[src/rtl/status_flag_unit_if.sv]
// Bus between the LEGv8 control unit and the status/flag unit: control word and
// ALU flags going in, status vector and sequence monitoring coming back.
interface status_flag_unit_if #(
  parameter int CW_LENGTH = 40,
  parameter int RETIRE_W  = 32
);
  logic [CW_LENGTH-1:0] ControlWord;
  logic                 alu_v;
  logic                 alu_c;
  logic                 alu_n;
  logic                 alu_z;
  logic [63:0]          b_bus;
  logic [4:0]           status;
  logic [2:0]           cur_state;
  logic [RETIRE_W-1:0]  retired;
  logic                 fault;
  logic [1:0]           fault_code;

  modport master (
    output ControlWord, alu_v, alu_c, alu_n, alu_z, b_bus,
    input  status, cur_state, retired, fault, fault_code
  );

  modport slave (
    input  ControlWord, alu_v, alu_c, alu_n, alu_z, b_bus,
    output status, cur_state, retired, fault, fault_code
  );
endinterface

[src/rtl/status_flag_unit.sv]
// Status register, microstate tracker, retire counter and EX watchdog that sit
// beside the LEGv8 control unit and flag illegal or stalled sequences.
module status_flag_unit #(
  parameter int CW_LENGTH     = 40,
  parameter int MAX_EX_CYCLES = 6,
  parameter int RETIRE_W      = 32
) (
  input  logic               clock,
  input  logic               reset,
  status_flag_unit_if.slave  bus
);

  localparam int EXW = $clog2(MAX_EX_CYCLES + 2);
  localparam logic [EXW-1:0] EX_LIMIT = EXW'(MAX_EX_CYCLES + 1);

  typedef enum logic [2:0] {
    ST_IF  = 3'd0,
    ST_EX0 = 3'd1,
    ST_EX1 = 3'd2,
    ST_EX2 = 3'd3,
    ST_EX3 = 3'd4,
    ST_EX4 = 3'd5,
    ST_EX5 = 3'd6,
    ST_BAD = 3'd7
  } state_e;

  logic [CW_LENGTH-1:0] cw_s;
  logic [2:0]           ns_s;
  logic                 sl_s;
  logic                 zl_s;
  logic                 illegal_s;
  logic                 expire_s;

  logic [4:0]           status_q,  status_d;
  state_e               state_q,   state_d;
  logic [RETIRE_W-1:0]  retired_q, retired_d;
  logic                 fault_q,   fault_d;
  logic [1:0]           code_q,    code_d;
  logic [EXW-1:0]       ex_q,      ex_d;

  assign cw_s = bus.ControlWord;
  assign ns_s = cw_s[36:34];
  assign sl_s = cw_s[15];
  assign zl_s = cw_s[16];

  // State register; reset beats everything, including a fault being raised.
  always_ff @(posedge clock) begin
    if (reset) begin
      status_q  <= 5'd0;
      state_q   <= ST_IF;
      retired_q <= '0;
      fault_q   <= 1'b0;
      code_q    <= 2'b00;
      ex_q      <= '0;
    end else begin
      status_q  <= status_d;
      state_q   <= state_d;
      retired_q <= retired_d;
      fault_q   <= fault_d;
      code_q    <= code_d;
      ex_q      <= ex_d;
    end
  end

  // Next-state logic for flags, microstate, retire count, watchdog and fault.
  always_comb begin
    status_d  = status_q;
    state_d   = state_q;
    retired_d = retired_q;
    fault_d   = fault_q;
    code_d    = code_q;
    ex_d      = ex_q;
    illegal_s = 1'b0;
    expire_s  = 1'b0;

    if (sl_s) begin
      status_d[3:0] = {bus.alu_v, bus.alu_c, bus.alu_n, bus.alu_z};
    end else begin
      status_d[3:0] = status_q[3:0];
    end

    if (zl_s) begin
      status_d[4] = (bus.b_bus == 64'd0);
    end else begin
      status_d[4] = status_q[4];
    end

    // Watchdog saturates at the limit, so a stalled instruction stays parked
    // in IF until the control unit finally returns to IF itself.
    if (ns_s == 3'd0) begin
      ex_d = '0;
    end else if (ex_q == EX_LIMIT) begin
      ex_d = EX_LIMIT;
    end else begin
      ex_d = ex_q + {{(EXW-1){1'b0}}, 1'b1};
    end

    illegal_s = (ns_s == 3'd7);
    expire_s  = (ns_s != 3'd0) && (ex_d == EX_LIMIT);

    case (state_e'(ns_s))
      ST_BAD:  state_d = ST_IF;
      default: state_d = expire_s ? ST_IF : state_e'(ns_s);
    endcase

    if ((state_q != ST_IF) && (ns_s == 3'd0)) begin
      retired_d = retired_q + {{(RETIRE_W-1){1'b0}}, 1'b1};
    end else begin
      retired_d = retired_q;
    end

    // Only the first fault is recorded; illegal NS outranks a timeout.
    if (illegal_s || expire_s) begin
      fault_d = 1'b1;
      if (!fault_q) begin
        code_d = illegal_s ? 2'b01 : 2'b10;
      end else begin
        code_d = code_q;
      end
    end else begin
      fault_d = fault_q;
      code_d  = code_q;
    end
  end

  assign bus.status     = status_q;
  assign bus.cur_state  = state_q;
  assign bus.retired    = retired_q;
  assign bus.fault      = fault_q;
  assign bus.fault_code = code_q;

endmodule

[src/flat_wrapper.sv]
// flat-port wrapper written by rule: the top's interface ports become plain ports
module status_flag_unit_flat 
#(
  parameter int CW_LENGTH     = 40,
  parameter int MAX_EX_CYCLES = 6,
  parameter int RETIRE_W      = 32
)
  (clock, reset, bus_ControlWord, bus_alu_v, bus_alu_c, bus_alu_n, bus_alu_z, bus_b_bus, bus_status, bus_cur_state, bus_retired, bus_fault, bus_fault_code);
  status_flag_unit_if #(.CW_LENGTH(CW_LENGTH), .RETIRE_W(RETIRE_W)) bus_i ();
  input  logic clock;
  input  logic reset;
  input wire logic [$bits(bus_i.ControlWord)-1:0] bus_ControlWord;
  input wire logic [$bits(bus_i.alu_v)-1:0] bus_alu_v;
  input wire logic [$bits(bus_i.alu_c)-1:0] bus_alu_c;
  input wire logic [$bits(bus_i.alu_n)-1:0] bus_alu_n;
  input wire logic [$bits(bus_i.alu_z)-1:0] bus_alu_z;
  input wire logic [$bits(bus_i.b_bus)-1:0] bus_b_bus;
  output wire logic [$bits(bus_i.status)-1:0] bus_status;
  output wire logic [$bits(bus_i.cur_state)-1:0] bus_cur_state;
  output wire logic [$bits(bus_i.retired)-1:0] bus_retired;
  output wire logic [$bits(bus_i.fault)-1:0] bus_fault;
  output wire logic [$bits(bus_i.fault_code)-1:0] bus_fault_code;
  assign bus_i.ControlWord = bus_ControlWord;
  assign bus_i.alu_v = bus_alu_v;
  assign bus_i.alu_c = bus_alu_c;
  assign bus_i.alu_n = bus_alu_n;
  assign bus_i.alu_z = bus_alu_z;
  assign bus_i.b_bus = bus_b_bus;
  assign bus_status = bus_i.status;
  assign bus_cur_state = bus_i.cur_state;
  assign bus_retired = bus_i.retired;
  assign bus_fault = bus_i.fault;
  assign bus_fault_code = bus_i.fault_code;
  status_flag_unit #(.CW_LENGTH(CW_LENGTH), .MAX_EX_CYCLES(MAX_EX_CYCLES), .RETIRE_W(RETIRE_W)) u_core (.clock(clock), .reset(reset), .bus(bus_i));
endmodule
[config.mk]
export PLATFORM = sky130hd
export DESIGN_NAME = status_flag_unit_flat
export DESIGN_NICKNAME = d
export VERILOG_FILES = /design/src/rtl/status_flag_unit_if.sv /design/src/rtl/status_flag_unit.sv /design/src/flat_wrapper.sv
export SDC_FILE = /design/constraint.sdc
export NUM_CORES = 1
export LEC_CHECK = 0
export CAP_MARGIN = 20
export CORE_MARGIN = 5
export CORE_UTILIZATION = 39
export DETAILED_ROUTE_END_ITERATION = 7
export GPL_ROUTABILITY_DRIVEN = 0
export GPL_TIMING_DRIVEN = 0
export PLACE_DENSITY = 0.95
export SYNTH_ARGS = -nofsm -noshare
export SYNTH_HDL_FRONTEND = slang
export SYNTH_SLANG_ARGS = --single-unit
[constraint.sdc]
create_clock -name clock -period 4.53 [get_ports clock]
set_input_delay 0.6795 -clock clock [delete_from_list [all_inputs] [get_ports clock]]
set_output_delay 0.6795 -clock clock [all_outputs]
set_load 0.01 [all_outputs]
# Word level (Yosys, flattened, before mapping)
# Cells that the tools add are included.
[op_classes]
addsub = 2
reduce_logical = 9
muxes = 3
n_bitwise = 1
n_eq_ne = 3
[op_table]
columns = ["cell", "n"]
rows = [
  ["logical NOT 64 bit", 1],
  ["adder 32 x 1 -> 32 bit (second input constant)", 1],
  ["== test 3 bit (second input constant)", 3],
  ["two-way mux 3 bit", 2],
  ["nonzero test 3 bit", 2],
  ["adder 3 x 1 -> 3 bit (second input constant)", 1],
  ["logical NOT 3 bit", 1],
  ["OR reduction 3 bit", 1],
  ["logical AND 1 bit", 2],
  ["two-way mux 2 bit", 1],
  ["AND reduction 2 bit", 1],
  ["logical OR 1 bit", 1],
  ["NOT 1 bit", 1],
]
[totals]
out_inout_bits = 43
wordCells = 25
input_bits = 110
register_bits = 46

# Longest topological paths before layout
[logic_depth]
depth_word = 7
ltp_mapped = 7
ltp_nobuf = 5

# Least setup slack after synthesis
# OpenSTA, ideal clock, no wires.
[synth_timing]
path_kind = "input port to flip-flop"
startpoint = "input bus_ControlWord[35]"
endpoint = "register u_core.retired_q[24] (netlist: u_core.bus.retired[24])"
stages = 7
path_slack_ps = 2032
path_buffers = 3
setup_time_ps = 121
t_arrival_ps = 2378
required_time_ps = 4409
path_cell_list = "or3_1 > clkbuf_2 > or3_1 > buf_2 > buf_4 > nor3b_1 > mux2_2"
[synth_between]
elab_chain_cells = 2
[synth_lines]
columns = ["element", "line", "source"]
rows = [
  ["start, declared", "flat_wrapper.sv:12", "input wire logic [$bits(bus_i.ControlWord)-1:0] bus_ControlWord;"],
  ["logical NOT 3 bit", "status_flag_unit.sv:106", "if ((state_q != ST_IF) && (ns_s == 3'd0)) begin"],
  ["logical AND 1 bit", "status_flag_unit.sv:106", ""],
  ["end signal, assigned", "status_flag_unit.sv:58", "retired_q <= retired_d;"],
  ["end, declared", "status_flag_unit.sv:36", "logic [RETIRE_W-1:0] retired_q, retired_d;"],
]
# Every way passes these cells.
# A chain may end at the register's enable or synchronous reset.

# Worst setup path after layout
[layout_timing]
startpoint = "input bus_ControlWord[34]"
endpoint = "register u_core.retired_q[27] (netlist: u_core.bus.retired[27])"
# The elaborated chain is that of the path after synthesis.

==> out/metrics.yaml <==
port-buffer-count: 115
run_status: "complete, no violations"
yosys.area.top_type: "dfxtp_1"
worst-r2r-setup-slack_ns: 2.26
synth-edff-count: 0
min_to: "u_core.bus.status[4]"
synth-seq-cells: 46
ios: 153
end_kind: "register"
fmax_ghz: 0.316
setup_viol: 0
wl_per_cell_microns: 16.4
crit_type: "in2reg"
setup_tns_ns: 0
track_usage_pct: 20.1
htreeDepth: 2
start_kind: "input port"
n_antenna_cell: 0
numCtsBuffers: 5
grt_setup_unrepaired: "no"
syn_to_final_growth_pct: 59.1
num_vias: 2697
netlist_area_sq_um: 2290
cts-root-buf: "clkbuf_8"
yosysSeqAreaShare_pct: 40.3
cp_slowest_cell: "nor3_1"
yosys_warnings: 0
drv_slew: 0
n_fill_cell: 491
syn_avg_cell_area_sq_um: 8.44
wl_microns: 7630
drtIter0Drc: 242
cts_tree: "done"
met3WireLength_microns: 643
synth_top_area_share_pct: 40.3
wl_met2_microns: 4070
synth_flop_cell: "dfxtp_1"
ir_drop_uv: 113
fp.coreArea_sq_um: 5610
floorplan.initialDensity_pct: 40.8
cp_cell_sequence: "clkdlybuf4s50_1, nor3_1, nand3_1, clkbuf_1, o41ai_1, a21oi_1"
cpPeakStageDelay_ns: 0.74
synthCells: 271
synthTopCellsByCount: "46 x dfxtp_1, 27 x a21oi_1, 20 x nor2_1"
grt_overflow: 0
cts_resized: 0
die_y_microns: 86.6
multi_input_area_sq_um: 1290
maxCapViolCount: 0
grt_pass1_wl_microns: 12100
drc: 0
syn_nets: 383
clock_sinks: 46
worstPathMaxFanout: 10
arrival_ns: 3.34
insertion_delay_ns: 0.30
grt_max_degree: 15
synth_most_common_cell: "dfxtp_1"
num-nets-final: 505
critPathBufInv: 2
viasPerCell: 5.79
r2r_cells: 5
cts_setup_buffers: 0
fin_crit_sh_pct: 69.9
hpwl_microns: 6040
ant_nets: 0
synthArstFlopShare_pct: 0
seqCellArea_sq_um: 921
p_leak_nw: 1.14
r2r-end: "u_core.bus.retired[29]"
slew_headroom_pct: 43.4
grt_pass1_vias: 2687
met1Wirelength_microns: 2750
synth.area.top_cells: "dfxtp_1 40%, or4_1 6.2%, a21oi_1 5.9%, nor4_1 5.2%, o31ai_1 4.9%"
antenna_found_initial: 0
post-route-util_pct: 64.9
postCtsHoldBufs: 0
row_count: 27
cp_top_family: "simple AND/OR/NAND/NOR gates"
clkTransAtPathRegs_ns: 0.09
reg2reg_from: "u_core.bus.retired[6]"
clock_skew_ns: 0.00631
tightest_slew_ns: 0.843
hold_depth: 2
cellPowerDensity_nw_per_um2: 231
post-route-min-period_ns: 3.17
drive_gt1_share_pct: 3.81
clock_path_buffers: 2
hp-start: "u_core.bus.status[4]"
synth_cell_type_count: 41
hold_viol: 0
first_pass_iters: 4
top_layer: "met4"
die_area_sq_um: 7490
die_x_microns: 86.6
worstPathRequired_ns: 4.71
min_path_type: "reg2reg"
-- flip-flops by register name, summed over array words and instances, names as in the netlist --
register	count
u_core.bus.cur_state	3
u_core.bus.fault	1
u_core.bus.status	5
u_core.bus.fault_code	2
u_core.ex_q	3
u_core.bus.retired	32
-- routing by layer --
metal / GRT usage (%) / vias to the layer above
met5: 0 / -
met4: 10.1 / 0
met3: 3.80 / 10
met2: 38.5 / 129
met1: 20.5 / 1256
li1: - / 1302
-- where the power goes --
part / switching [W] / total, W / leakage (nW) / internal (W)
Clock: 0.000142 / 0.000307 / 0.0514 / 0.000165
Sequential: 0.00000491 / 0.000416 / 0.373 / 0.000412
Combinational: 0.0000397 / 0.000116 / 0.715 / 0.0000762
-- cell usage in the layout (no fill, tap or decap), types with 2 or more instances in the layout --
cell,instances
clkdlybuf4s50_1,115
dfxtp_1,46
a21oi_1,27
nor2_1,20
or4_1,19
nor4_1,19
nand2_1,16
nand4_1,15
o31ai_1,15
nand3_1,11
clkbuf_1,9
or3_1,8
o21ai_0,7
nor3_1,5
xnor2_1,5
inv_1,5
and3_1,5
clkbuf_8,5
mux2i_1,4
and4_1,3
xor2_1,3
o41ai_1,3
buf_1,2
a211oi_1,2
nor2b_1,2
nand4bb_1,2
or2_2,2
ha_1,2
-- worst register-to-register path, delay by kind of cell (launching register included) --
family	cells	cell delay (ns)
compound gates	1	0.15
flops	1	0.43
buf+inv	1	0.24
simple gates	3	1.40
-- per-stage QoR --
step,setup WS [ns],total power [W],hold WS [ns],instance area (sq um),instances
floorplan,2.03,0.000457,0.437,2290,271
global placement,1.22,0.000539,0.438,3530,458
detailed placement,1.14,0.000542,0.449,3530,458
CTS,1.43,0.000845,0.469,3640,466
global route,1.25,0.000873,0.512,3640,466
finish,1.36,0.000839,0.464,3640,466
-- how the worst max path moves through the flow --
stage | cells after the start | slack, ns | start | endpoint
floorplan | 7 | 2.03 | bus_ControlWord[35] | u_core.bus.retired[24]
global placement | 6 | 1.22 | bus_ControlWord[34] | u_core.bus.retired[17]
detailed placement | 6 | 1.14 | bus_ControlWord[34] | u_core.bus.retired[27]
CTS | 6 | 1.43 | bus_ControlWord[34] | u_core.bus.retired[27]
global route | 6 | 1.25 | bus_ControlWord[34] | u_core.bus.retired[17]
finish | 6 | 1.36 | bus_ControlWord[34] | u_core.bus.retired[27]
-- final cells by class --
cell class / instances / area share [%]
Tap cell: 72 / 2.48
Clock buffer: 6 / 2.00
Timing Repair Buffer: 115 / 31.6
Clock inverter: 2 / 1.03
Buffer: 13 / 1.51
Multi-Input combinational cell: 207 / 35.5
Sequential cell: 46 / 25.3
Inverter: 5 / 0.516
-- kinds of logic (layout without fill, tap and decap cells) --
logic type                 Yosys count  after routing  synth area share [%]
muxes                                5              5                  2.24
DFF                                 46             46                  40.3
AOI/OAI and AO/OA                   56             56                  14.9
xor gates and xnor gates             8              8                  3.07
and+or+nand+nor                    135            135                  34.8
buffers and inverters               18            141                  3.23
adders and majority gates            3              3                  1.53
(Power assumes the default switching activity.)
